==> config.mk <==
export PLATFORM = sky130hd
export DESIGN_NAME = pipeline_hazard_unit
export DESIGN_NICKNAME = d
export VERILOG_FILES = /design/src/rtl/pipeline_hazard_unit_pkg.sv /design/src/rtl/pipeline_hazard_unit_fwd_sel.sv /design/src/rtl/pipeline_hazard_unit.sv
export SDC_FILE = /design/constraint.sdc
export NUM_CORES = 1
export LEC_CHECK = 0
export CORE_ASPECT_RATIO = 0.9
export CORE_MARGIN = 1.5
export CORE_UTILIZATION = 45
export CTS_CLUSTER_DIAMETER = 60
export CTS_CLUSTER_SIZE = 30
export DETAILED_ROUTE_END_ITERATION = 10
export GPL_TIMING_DRIVEN = 0
export PLACE_DENSITY_LB_ADDON = 0.08
export REMOVE_ABC_BUFFERS = 1
export SYNTH_ARGS = -nofsm -noshare
export SYNTH_HDL_FRONTEND = slang
export SYNTH_SLANG_ARGS = --single-unit
==> constraint.sdc <==
create_clock -name clk -period 4.7 [get_ports clk]
set_input_delay 0.47 -clock clk [delete_from_list [all_inputs] [get_ports clk]]
set_output_delay 0.47 -clock clk [all_outputs]
set_load 0.01 [all_outputs]
==> src/rtl/pipeline_hazard_unit_pkg.sv <==
// Shared types and encodings for the pipeline hazard unit: forward-select
// codes, the per-stage scoreboard entry and the default MUL latency.
package pipeline_hazard_unit_pkg;

  localparam int MUL_LATENCY_DEF = 4;

  localparam logic [1:0] FWD_RF  = 2'b00;
  localparam logic [1:0] FWD_EX  = 2'b01;
  localparam logic [1:0] FWD_MEM = 2'b10;
  localparam logic [1:0] FWD_WB  = 2'b11;

  typedef struct packed {
    logic       valid;
    logic       wen;
    logic [4:0] waddr;
    logic       is_lw;
  } sb_entry_t;

  localparam sb_entry_t SB_EMPTY = '0;

  // Register 0 is hardwired, so a write to it never produces a dependency.
  function automatic logic sb_match(input sb_entry_t e, input logic use_src,
                                    input logic [4:0] addr);
    return e.valid & e.wen & (e.waddr != 5'd0) & use_src & (e.waddr == addr);
  endfunction

endpackage

==> src/rtl/pipeline_hazard_unit_fwd_sel.sv <==
// Priority forward-source select for one ID source operand against the
// EX/MEM/WB scoreboard entries (EX > MEM > WB).
module hazard_fwd_sel
  import pipeline_hazard_unit_pkg::*;
(
  input  sb_entry_t  i_ex,
  input  sb_entry_t  i_mem,
  input  sb_entry_t  i_wb,
  input  logic       i_use,
  input  logic [4:0] i_addr,
  output logic [1:0] o_sel,
  output logic       o_ex_hit
);

  logic w_ex_hit;
  logic w_mem_hit;
  logic w_wb_hit;

  assign w_ex_hit  = sb_match(i_ex,  i_use, i_addr);
  assign w_mem_hit = sb_match(i_mem, i_use, i_addr);
  assign w_wb_hit  = sb_match(i_wb,  i_use, i_addr);
  assign o_ex_hit  = w_ex_hit;

  // A load in EX has no data yet; the load-use stall covers it, so select RF.
  always_comb begin
    o_sel = FWD_RF;
    if (w_ex_hit) begin
      o_sel = i_ex.is_lw ? FWD_RF : FWD_EX;
    end else if (w_mem_hit) begin
      o_sel = FWD_MEM;
    end else if (w_wb_hit) begin
      o_sel = FWD_WB;
    end
  end

endmodule

==> src/rtl/pipeline_hazard_unit.sv <==
// Hazard detection and forwarding control for a 5-stage pipeline with a
// multi-cycle MUL in EX: stalls, bubbles, jump flushes and forward selects.
module pipeline_hazard_unit
  import pipeline_hazard_unit_pkg::*;
#(
  parameter int MUL_LATENCY = MUL_LATENCY_DEF
) (
  input  logic       clk,
  input  logic       rst,
  input  logic       id_valid,
  input  logic [4:0] id_rs_addr,
  input  logic [4:0] id_rt_addr,
  input  logic       id_uses_rs,
  input  logic       id_uses_rt,
  input  logic       id_rf_w_ena,
  input  logic [4:0] id_waddr,
  input  logic       id_lw,
  input  logic       id_mul,
  input  logic       id_jump,
  output logic       stall_if_id,
  output logic       bubble_ex,
  output logic       flush_id,
  output logic [1:0] fwd_rs_sel,
  output logic [1:0] fwd_rt_sel,
  output logic       mul_busy
);

  localparam logic [2:0] MUL_LOAD = 3'(MUL_LATENCY - 1);

  sb_entry_t  r_ex;
  sb_entry_t  r_mem;
  sb_entry_t  r_wb;
  logic [2:0] r_mul_cnt;

  logic       w_rs_ex_hit;
  logic       w_rt_ex_hit;
  logic       w_load_use;
  logic       w_mul_hold;
  logic       w_mul_issue;
  sb_entry_t  w_ex_next;

  hazard_fwd_sel u_fwd_rs (
    .i_ex     (r_ex),
    .i_mem    (r_mem),
    .i_wb     (r_wb),
    .i_use    (id_uses_rs),
    .i_addr   (id_rs_addr),
    .o_sel    (fwd_rs_sel),
    .o_ex_hit (w_rs_ex_hit)
  );

  hazard_fwd_sel u_fwd_rt (
    .i_ex     (r_ex),
    .i_mem    (r_mem),
    .i_wb     (r_wb),
    .i_use    (id_uses_rt),
    .i_addr   (id_rt_addr),
    .o_sel    (fwd_rt_sel),
    .o_ex_hit (w_rt_ex_hit)
  );

  assign w_load_use  = id_valid & r_ex.is_lw & (w_rs_ex_hit | w_rt_ex_hit);
  assign w_mul_hold  = (r_mul_cnt != 3'd0);
  assign mul_busy    = w_mul_hold;
  assign stall_if_id = w_load_use | w_mul_hold;
  assign bubble_ex   = w_load_use & ~w_mul_hold;
  // A stalled jump keeps its slot in ID and flushes once the stall clears.
  assign flush_id    = id_valid & id_jump & ~stall_if_id;
  assign w_mul_issue = id_valid & id_mul & ~stall_if_id;

  always_comb begin
    w_ex_next = SB_EMPTY;
    if (id_valid && !bubble_ex) begin
      w_ex_next.valid = 1'b1;
      w_ex_next.wen   = id_rf_w_ena;
      w_ex_next.waddr = id_waddr;
      w_ex_next.is_lw = id_lw;
    end
  end

  // While a MUL holds EX, nothing new enters MEM; older results drain to WB.
  always_ff @(posedge clk) begin
    if (rst) begin
      r_ex      <= SB_EMPTY;
      r_mem     <= SB_EMPTY;
      r_wb      <= SB_EMPTY;
      r_mul_cnt <= 3'd0;
    end else if (w_mul_hold) begin
      r_mul_cnt <= r_mul_cnt - 3'd1;
      r_mem     <= SB_EMPTY;
      r_wb      <= r_mem;
    end else begin
      r_wb  <= r_mem;
      r_mem <= r_ex;
      r_ex  <= w_ex_next;
      if (w_mul_issue) begin
        r_mul_cnt <= MUL_LOAD;
      end
    end
  end

endmodule
After elaboration in Yosys (flattened, before gate mapping)
Cells that the tools add are included.

word-level totals
  register bits = 25
  bits of input ports = 24
  output and inout port bits = 8
  word-level logic and storage cells = 65

operators by class
  add/sub/neg operators = 1
  eq/ne operators = 6
  muxes and demuxes = 10
  bitwise gates (word level) = 29
  reductions and logical operators = 8

operators by type and width
  operator                                           number
  == test 5 bit                                      6
  bitwise AND 1 bit                                  25
  nonzero test 5 bit                                 3
  2-to-1 mux 2 bit                                   6
  2-to-1 mux 8 bit                                   1
  2-to-1 mux 3 bit                                   2
  nonzero test 3 bit                                 1
  subtractor 3 x 1 -> 3 bit (second input constant)  1
  NOT 1 bit                                          2
  OR 1 bit                                           2
  nonzero test 2 bit                                 1
  OR reduction 2 bit                                 1
  logical AND 1 bit                                  1
  zero test 1 bit                                    1
  2-to-1 mux 1 bit                                   1

Depth between registers and ports, before layout
Gate-level depths: netlist of the first run.

  depth in word-level cells = 11
  depth in mapped cells = 9
  mapped depth without buffers = 8

By module
Synthesis of the first run repeated with hierarchy kept, for this count alone.

unflattened totals
  cells, all modules = 162
  area total of the unflattened synthesis = 1503.9 um^2

by module, submodules not included
  module                times used  cells each  area an instance (um^2)  seq. area each (um^2)
  pipeline_hazard_unit  1           88          938.4                    540.5
  hazard_fwd_sel        2           37          282.8                    0.0

Worst setup path before layout of the first run
OpenSTA, ideal clock, no wires.

  path kind = input to output
  start point = input id_rs_addr[3]
  end point = output flush_id
  data arrival time = 1504 ps
  setup slack = 2726 ps
  stages on the path = 6
  cell sequence = xor2_1 nor4_1 nand3_1 a21oi_2 buf_6 nor2_1

between the ends
  cells in the longest elaborated chain, start to end = 7

RTL lines
  element            line                            source
  from (decl)        pipeline_hazard_unit.sv:11      input logic [4:0] id_rs_addr,
  == test 5 bit      pipeline_hazard_unit_pkg.sv:24  return e.valid & e.wen & (e.waddr != 5'd0) & use_src & (e.waddr == addr);
  bitwise AND 1 bit  pipeline_hazard_unit_pkg.sv:24
  OR 1 bit           pipeline_hazard_unit.sv:62      assign w_load_use = id_valid & r_ex.is_lw & (w_rs_ex_hit | w_rt_ex_hit);
  bitwise AND 1 bit  pipeline_hazard_unit.sv:62
  OR 1 bit           pipeline_hazard_unit.sv:65      assign stall_if_id = w_load_use | w_mul_hold;
  NOT 1 bit          pipeline_hazard_unit.sv:68      assign flush_id = id_valid & id_jump & ~stall_if_id;
  bitwise AND 1 bit  pipeline_hazard_unit.sv:68
  to (decl)          pipeline_hazard_unit.sv:22      output logic flush_id,

Every way passes these cells.

Worst setup path after layout of the first run
  start point = input id_rt_addr[1]
  end point = output bubble_ex

between the ends
  cells in the longest elaborated chain, start to end = 5

RTL lines
  element            line                            source
  from (decl)        pipeline_hazard_unit.sv:12      input logic [4:0] id_rt_addr,
  == test 5 bit      pipeline_hazard_unit_pkg.sv:24
  bitwise AND 1 bit  pipeline_hazard_unit_pkg.sv:24
  OR 1 bit           pipeline_hazard_unit.sv:62
  bitwise AND 1 bit  pipeline_hazard_unit.sv:62
  bitwise AND 1 bit  pipeline_hazard_unit.sv:66      assign bubble_ex = w_load_use & ~w_mul_hold;
  to (decl)          pipeline_hazard_unit.sv:21      output logic bubble_ex,

Every way passes these cells.

==> results of run 1 <==
-- critical path, cell delays in order --
cell and delay, ns:
clkdlybuf4s50_1 0.51, xor2_1 0.20, nor4_1 0.31, nand3_1 0.19, a21oi_2 0.70, and3_1 0.24, clkdlybuf4s50_1 0.53
-- placed cells by master, fill, tap and decap left out, types with 2 or more instances in the layout --
cell type        instances
or3_1                    4
and2_1                   7
clkdlybuf4s50_1         31
nor4_1                   3
ha_1                     2
nand3_1                 11
nor2_1                   4
o21ai_2                  7
xnor2_1                 19
nand2b_1                 3
inv_1                    3
o211ai_1                 3
nand2_1                 14
or4_1                    2
clkbuf_4                 3
nor3_1                   2
dfxtp_1                 25
xor2_1                  12
nand4_1                  3
mux2i_1                  2
nor2b_1                  8
a21oi_1                  3
-- synthesized netlist by cell type, drive strengths merged, types with 3 or more instances --
cell    count
or4         3
nand2      14
and2        7
nand3      11
or3         4
nor4        3
o21ai       9
nor2        5
inv         3
nor2b       8
xnor2      19
nand4       3
dfxtp      25
a21oi       4
o211ai      4
nand2b      3
clkbuf      3
xor2       12
-- sequential cells by signal, summed over array words and instances (netlist names) --
register / cells
r_mul_cnt: 3
r_ex: 8
r_mem: 7
r_wb: 7
-- metrics by stage --
stage | area [um2] | setup WS, ns | hold slack, ns | utilization
floorplan | 1360 | 2.37 | 0.438 | -
detailed placement | 1720 | 1.05 | 0.462 | 0.607
finish | 1750 | 1.06 | 0.475 | 0.616
global route | 1750 | 0.844 | 0.497 | 0.616
CTS | 1750 | 1.05 | 0.480 | 0.616
global placement | 1720 | 1.10 | 0.462 | 0.607
-- final timing paths --
kind | to | startpoint
worst max-delay path | bubble_ex | id_rt_addr[1]
worst min-delay path | r_wb[6] | r_mem[6]
worst max register to register | r_mul_cnt[1] | r_mul_cnt[0]
worst min register to register | r_wb[6] | r_mem[6]
-- per-layer routing --
metal | wire length (um) | vias to the layer above | track usage
met5 | 0 | - | 0
met4 | 38 | 0 | 0.0426
met3 | 111 | 4 | 0.0605
met2 | 1520 | 24 | 0.316
met1 | 1540 | 536 | 0.279
li1 | - | 591 | -
-- power by group through the flow --
stage | Combinational [mW] | Clock [mW] | Sequential [mW]
floorplan | 0.154 | 0 | 0.276
global placement | 0.229 | 0 | 0.285
detailed placement | 0.237 | 0 | 0.287
CTS | 0.238 | 0.0987 | 0.282
global route | 0.256 | 0.109 | 0.288
finish | 0.238 | 0.0961 | 0.283
-- cells by family after synthesis --
family | Yosys count | share of synthesized area
AOI/OAI and AO/OA | 21 | 0.128
muxes | 2 | 0.0144
buffers and inverters | 8 | 0.0279
DFF | 25 | 0.360
xor gates and xnor gates | 31 | 0.195
adders and majority gates | 2 | 0.0180
and+or+nand+nor | 65 | 0.256
-- area by class of cell --
cell class	instances	area (um2)	area share
Multi-Input combinational cell	121	850	0.486
Sequential cell	25	500	0.286
Timing Repair Buffer	31	310	0.177
Tap cell	40	50.0	0.0286
Clock buffer	3	22.5	0.0129
Inverter	3	11.3	0.00644
Clock inverter	1	5.00	0.00286
==> key figures, run 1 <==
Layout
  – Fin cells: 224
  – Area growth syn-to-layout: 25.9%
  – Antenna diode count: 0
  – Fin nets: between 200 and 250
  – Fill count: 272
  – Share of cells above drive strength 1: 0.0924

Yosys
  – Top FF cell, synth: dfxtp_1
  – Post-synth EDFFs: 0
  – Synth cell types: 35
  – Syn. warnings: 0
  – Synth area leaders: dfxtp_1, xnor2_1, xor2_1, o21ai_2, nand3_1
  – Post-synthesis sequential area ratio: 0.360
  – Async set-reset flop share out of synthesis: 0
  – Post-Synthesis Cell Area: 1390 um2
  – Cells after Synth: 154
  – Syn avg cell area: roughly 9 um2
  – Area fraction of the dominant cell type after synthesis: 0.360
  – Synthesized flop and latch total: 25
  – Leading area contributor after synthesis: dfxtp_1

Drt
  – Via density: 5.16
  – DR DRC count: 0
  – Detailed Routing Iterations Pass 1: 4
  – Number of routed nets with antenna violations: 0
  – Initial DRC count: 54
  – WL/cell: 14.3 um
  – WL final: 3210 um
  – Vias after detailed routing: roughly 1200

Timing
  – Final setup viols: 0
  – Actual slew at the worst max-slew pin: 0.827 ns
  – Max Fclk: 275 MHz
  – Max Slew Vio Count: 0
  – RSZ-0062 raised after global routing: no
  – Slew Limit Headroom: 0.449
  – Worst clock skew: 0.00828 ns
  – Final cycle utilization of the critical path: 0.774
  – Fin. Hold Viols: 0
  – Setup TNS: 0 ns
  – Post-route minimum period: 3.64 ns

Global routing
  – Largest net degree at the start of global routing: 18
  – Initial antenna violation count: 0
  – Gr usage total: 0.204
  – First-pass GRT wire length: 5260 um
  – Vias in the first global route: 1089
  – Overflow after GRT: 0

Power
  – PwrDens: 353 nW/um2
  – Maximum vdd drop: between 0.15 and 0.2 mV
  – Clock Power Share: 0.156
  – P_int: 0.395 mW
  – Register share of total power: 0.459
  – Leak Pwr: 0.639 nW
  – Switching power: approximately 0.22 mW
  – Gate power share: 0.385
  – Switching Fraction: 0.359
  – Overall power: approximately 0.6 mW

Worst setup path
  – Worst reg-to-reg path cell count: 8
  – Worst-path fanout max: 13
  – Critical path arrival: approximately 3.2 ns
  – Worst setup SP type: primary input
  – Reg2reg setup slack: between 2 and 3 ns
  – Kind of critical path: primary input to output port
  – Crit end category: output port
  – CP Data Required Time: ~4.2 ns

Clock tree
  – PostCTS Resize Cnt: 0
  – Num Clock Sinks: 25
  – Root Buffer: clkbuf_4
  – Hold-fix buffers, CTS: 0
  – H-tree depth: 1
  – CTS tree: yes
  – CTS Buf Count: 3
  – Post-CTS setup buffers: 0
  – Later-pin clock latency in the skew report: 0.32 ns
  – Reg clk slew, reported paths: approximately 0.13 ns
  – Max clock buf depth: 2

Place
  – RD Place Congestion: ~0.84
  – Placed instance count: 220
  – Post-DP HPWL: 2550 um
  – Port buffer count: 31

Floorplan
  – Ports: 32
  – Core box area: 2840 um2
  – Initial core utilization: 0.489
  – Num rows: 18
  – Full die area: 3430 um2
  – Die X: 61.6 um
  – Die height: 55.7 um

Hold path
  – Min-delay worst type: flop to flop
  – Hold path cells: 1

Run status
  – Status: finished clean

Job
  – Max-cap viol count: 0
Power figures use the tool's default switching activity.
==> run 2, diff against run 1 <==
- clock period: 4.7 -> 3.5 ns (I/O delays scaled with it)
==> run 2 against run 1 <==
Net effect:
- critical path depth unchanged
- combinational power up 35%
- clock-buffer cell count unchanged
- clock skew is essentially flat
- first-iteration DRC count down 7.4%
- clock power is 34% higher
- wire length increased by 0.93%
- utilization is 0.26 points higher
- flip-flop and latch count unchanged
==> key figures, run 2 (synthesis results as in run 1) <==
Run status
  – Status: finished clean (unchanged)

Clock tree
  – Num Clock Sinks: 25 (unchanged)
  – Later-pin clock latency in the skew report: 0.32 ns (about the same)
  – Reg clk slew, reported paths: 0.13 ns (about the same)
  – CTS tree: yes (unchanged)
  – H-tree depth: 1 (unchanged)
  – CTS Buf Count: 3 (unchanged)
  – Max clock buf depth: 2 (unchanged)
  – Root Buffer: clkbuf_4 (unchanged)

Layout
  – Biggest regs: r_ex x8, r_mem x7, r_wb x7 (unchanged)
  – Fin nets: 211 (unchanged)
  – Reg area: 500 um2 (unchanged)
  – Area growth syn-to-layout: 26.5% (was 25.9%)
  – Fill count: 270 (was 272)
  – Most frequent cells in the layout: clkdlybuf4s50_1, dfxtp_1, xnor2_1, nand2_1, xor2_1 (unchanged)
  – Design area: 1760 um2 (was 1750 um2)
  – Area of the multi-input gates: 857 um2 (was 850 um2)
  – Most flop-heavy register: r_ex (unchanged)
  – Max reg flops: 8 (unchanged)
  – Commonest non-fill, non-tap cell in the layout: clkdlybuf4s50_1 (unchanged)
  – Share of cells above drive strength 1: 0.0924 (unchanged)
  – Antenna diode count: 0 (unchanged)

Job
  – Max-cap viol count: 0 (unchanged)

Drt
  – Via density: 5.20 (was 5.16)
  – Vias after detailed routing: 1164 (was 1155)
  – Initial DRC count: 50 (was 54)
  – WL final: 3240 um (was 3210 um)
  – DR DRC count: 0 (unchanged)
  – WL/cell: 14.5 um (was 14.3 um)
  – Detailed Routing Iterations Pass 1: 4 (unchanged)
  – Number of routed nets with antenna violations: 0 (unchanged)

Worst setup path
  – Worst-path fanout max: 13 (unchanged)
  – Crit end category: output port (unchanged)
  – Worst path most repeated cell: clkdlybuf4s50_1 (unchanged)
  – CP Data Required Time: 3.15 ns (was 4.23 ns)
  – Worst setup SP type: primary input (unchanged)
  – Reg2reg setup slack: 1.31 ns (was 2.52 ns)
  – CP Cell Sequence: clkdlybuf4s50_1 > xor2_1 > nor4_1 > nand3_1 > a21oi_4 > and3_1 > clkdlybuf4s50_1 (was clkdlybuf4s50_1 > xor2_1 > nor4_1 > nand3_1 > a21oi_2 > and3_1 > clkdlybuf4s50_1)
  – Critical path arrival: 2.83 ns (was 3.17 ns)
  – CP max stage delay: 0.53 ns (was 0.70 ns)
  – Kind of critical path: primary input to output port (unchanged)
  – Critical Path Slowest Stage Cell: clkdlybuf4s50_1 (was a21oi_2)

Floorplan
  – Core box area: 2840 um2 (unchanged)
  – Die height: 55.7 um (unchanged)
  – Full die area: 3430 um2 (unchanged)
  – Initial core utilization: 0.489 (unchanged)
  – Ports: 32 (unchanged)
  – Num rows: 18 (unchanged)
  – Die X: 61.6 um (unchanged)

Global routing
  – Initial antenna violation count: 0 (unchanged)
  – Overflow after GRT: 0 (unchanged)
  – Vias in the first global route: 1089 (unchanged)
  – Largest net degree at the start of global routing: 18 (unchanged)
  – First-pass GRT wire length: 5260 um (unchanged)
  – Gr usage total: 0.204 (unchanged)

Timing
  – Worst clock skew: 0.00863 ns (was 0.00828 ns)
  – Fin. Hold Viols: 0 (unchanged)
  – RSZ-0062 raised after global routing: no (unchanged)
  – Final setup viols: 0 (unchanged)
  – Post-route minimum period: roughly 3.2 ns
  – Max Fclk: about 310 MHz
  – Final cycle utilization of the critical path: 0.908
  – Setup TNS: 0 ns (unchanged)
  – Actual slew at the worst max-slew pin: 0.605 ns (was 0.827 ns)
  – Max Slew Vio Count: 0 (unchanged)
  – Slew Limit Headroom: 0.596 (was 0.449)

Power
  – Maximum vdd drop: 0.267 mV (was 0.198 mV)
  – Leak Pwr: 0.639 nW (about the same)
  – PwrDens: 473 nW/um2 (was 353 nW/um2)

Place
  – RD Place Congestion: 0.845 (unchanged)
  – Post-DP HPWL: 2550 um (unchanged)
  – Port buffer count: 31 (unchanged)
  – Area after DPL: 1720 um2 (unchanged)

Hold path
  – Min-delay worst type: flop to flop (unchanged)
[run 2: worst max-delay path, delay by kind of cell]
kind	cells	cell delay, ns
xor+xnor	1	0.19
compound gates	1	0.48
simple gates	3	0.77
buf+inv	2	1.05
[run 2: metal layers]
| layer | routed length, um | track usage | part of all wire | up-vias |
|---|---|---|---|---|
| met5 | 0 | 0 | 0 | - |
| met3 | 116 | 0.0605 | 0.036 | 4 |
| met2 | 1520 | 0.316 | 0.47 | 27 |
| met4 | 38 | 0.0426 | 0.012 | 0 |
| met1 | 1570 | 0.279 | 0.48 | 541 |
| li1 | - | - | - | 592 |
[run 2: power by group]
group	switching (mW)	internal, mW	total, mW
Sequential	0.0520	0.328	0.380
Clock	0.0864	0.0428	0.129
Combinational	0.162	0.160	0.321
Total	0.300	0.531	0.831
[run 2: per-stage QoR]
stage	std cells	hold slack (ns)	util	worst slack, ns	power (mW)
2_1_floorplan	149	0.422	-	1.40	0.578
3_3_place_gp	220	0.462	0.607	0.135	0.689
3_5_place_dp	220	0.462	0.607	0.0908	0.704
4_1_cts	224	0.480	0.616	0.0905	0.831
5_1_grt	224	0.497	0.619	0.117	0.878
6_report	224	0.475	0.619	0.322	0.831
[run 2: repair_timing]
| action | CTS | global route |
|---|---|---|
| setup endpoints to repair | 0 | 2 |
| buffers inserted | 0 | 0 |
| hold buffers | 0 | 0 |
| gates resized for setup | 0 | 1 |
[run 2: final timing paths]
| path | from | to | cells after the start |
|---|---|---|---|
| worst min-delay path | r_mem[6] | r_wb[6] | 1 |
| worst max-delay path | id_rs_addr[3] | bubble_ex | 7 |
| worst max register to register | r_mul_cnt[0] | r_mul_cnt[1] | 8 |
| worst min register to register | r_mem[6] | r_wb[6] | 1 |
[run 2: area by class of cell]
type                       instances  area share
clock inverter                     1     0.00285
clock buffer                       3      0.0128
sequential                        25       0.285
inverter                           3     0.00641
timing repair buffer              31       0.177
tap                               40      0.0285
multi-input combinational        121       0.488
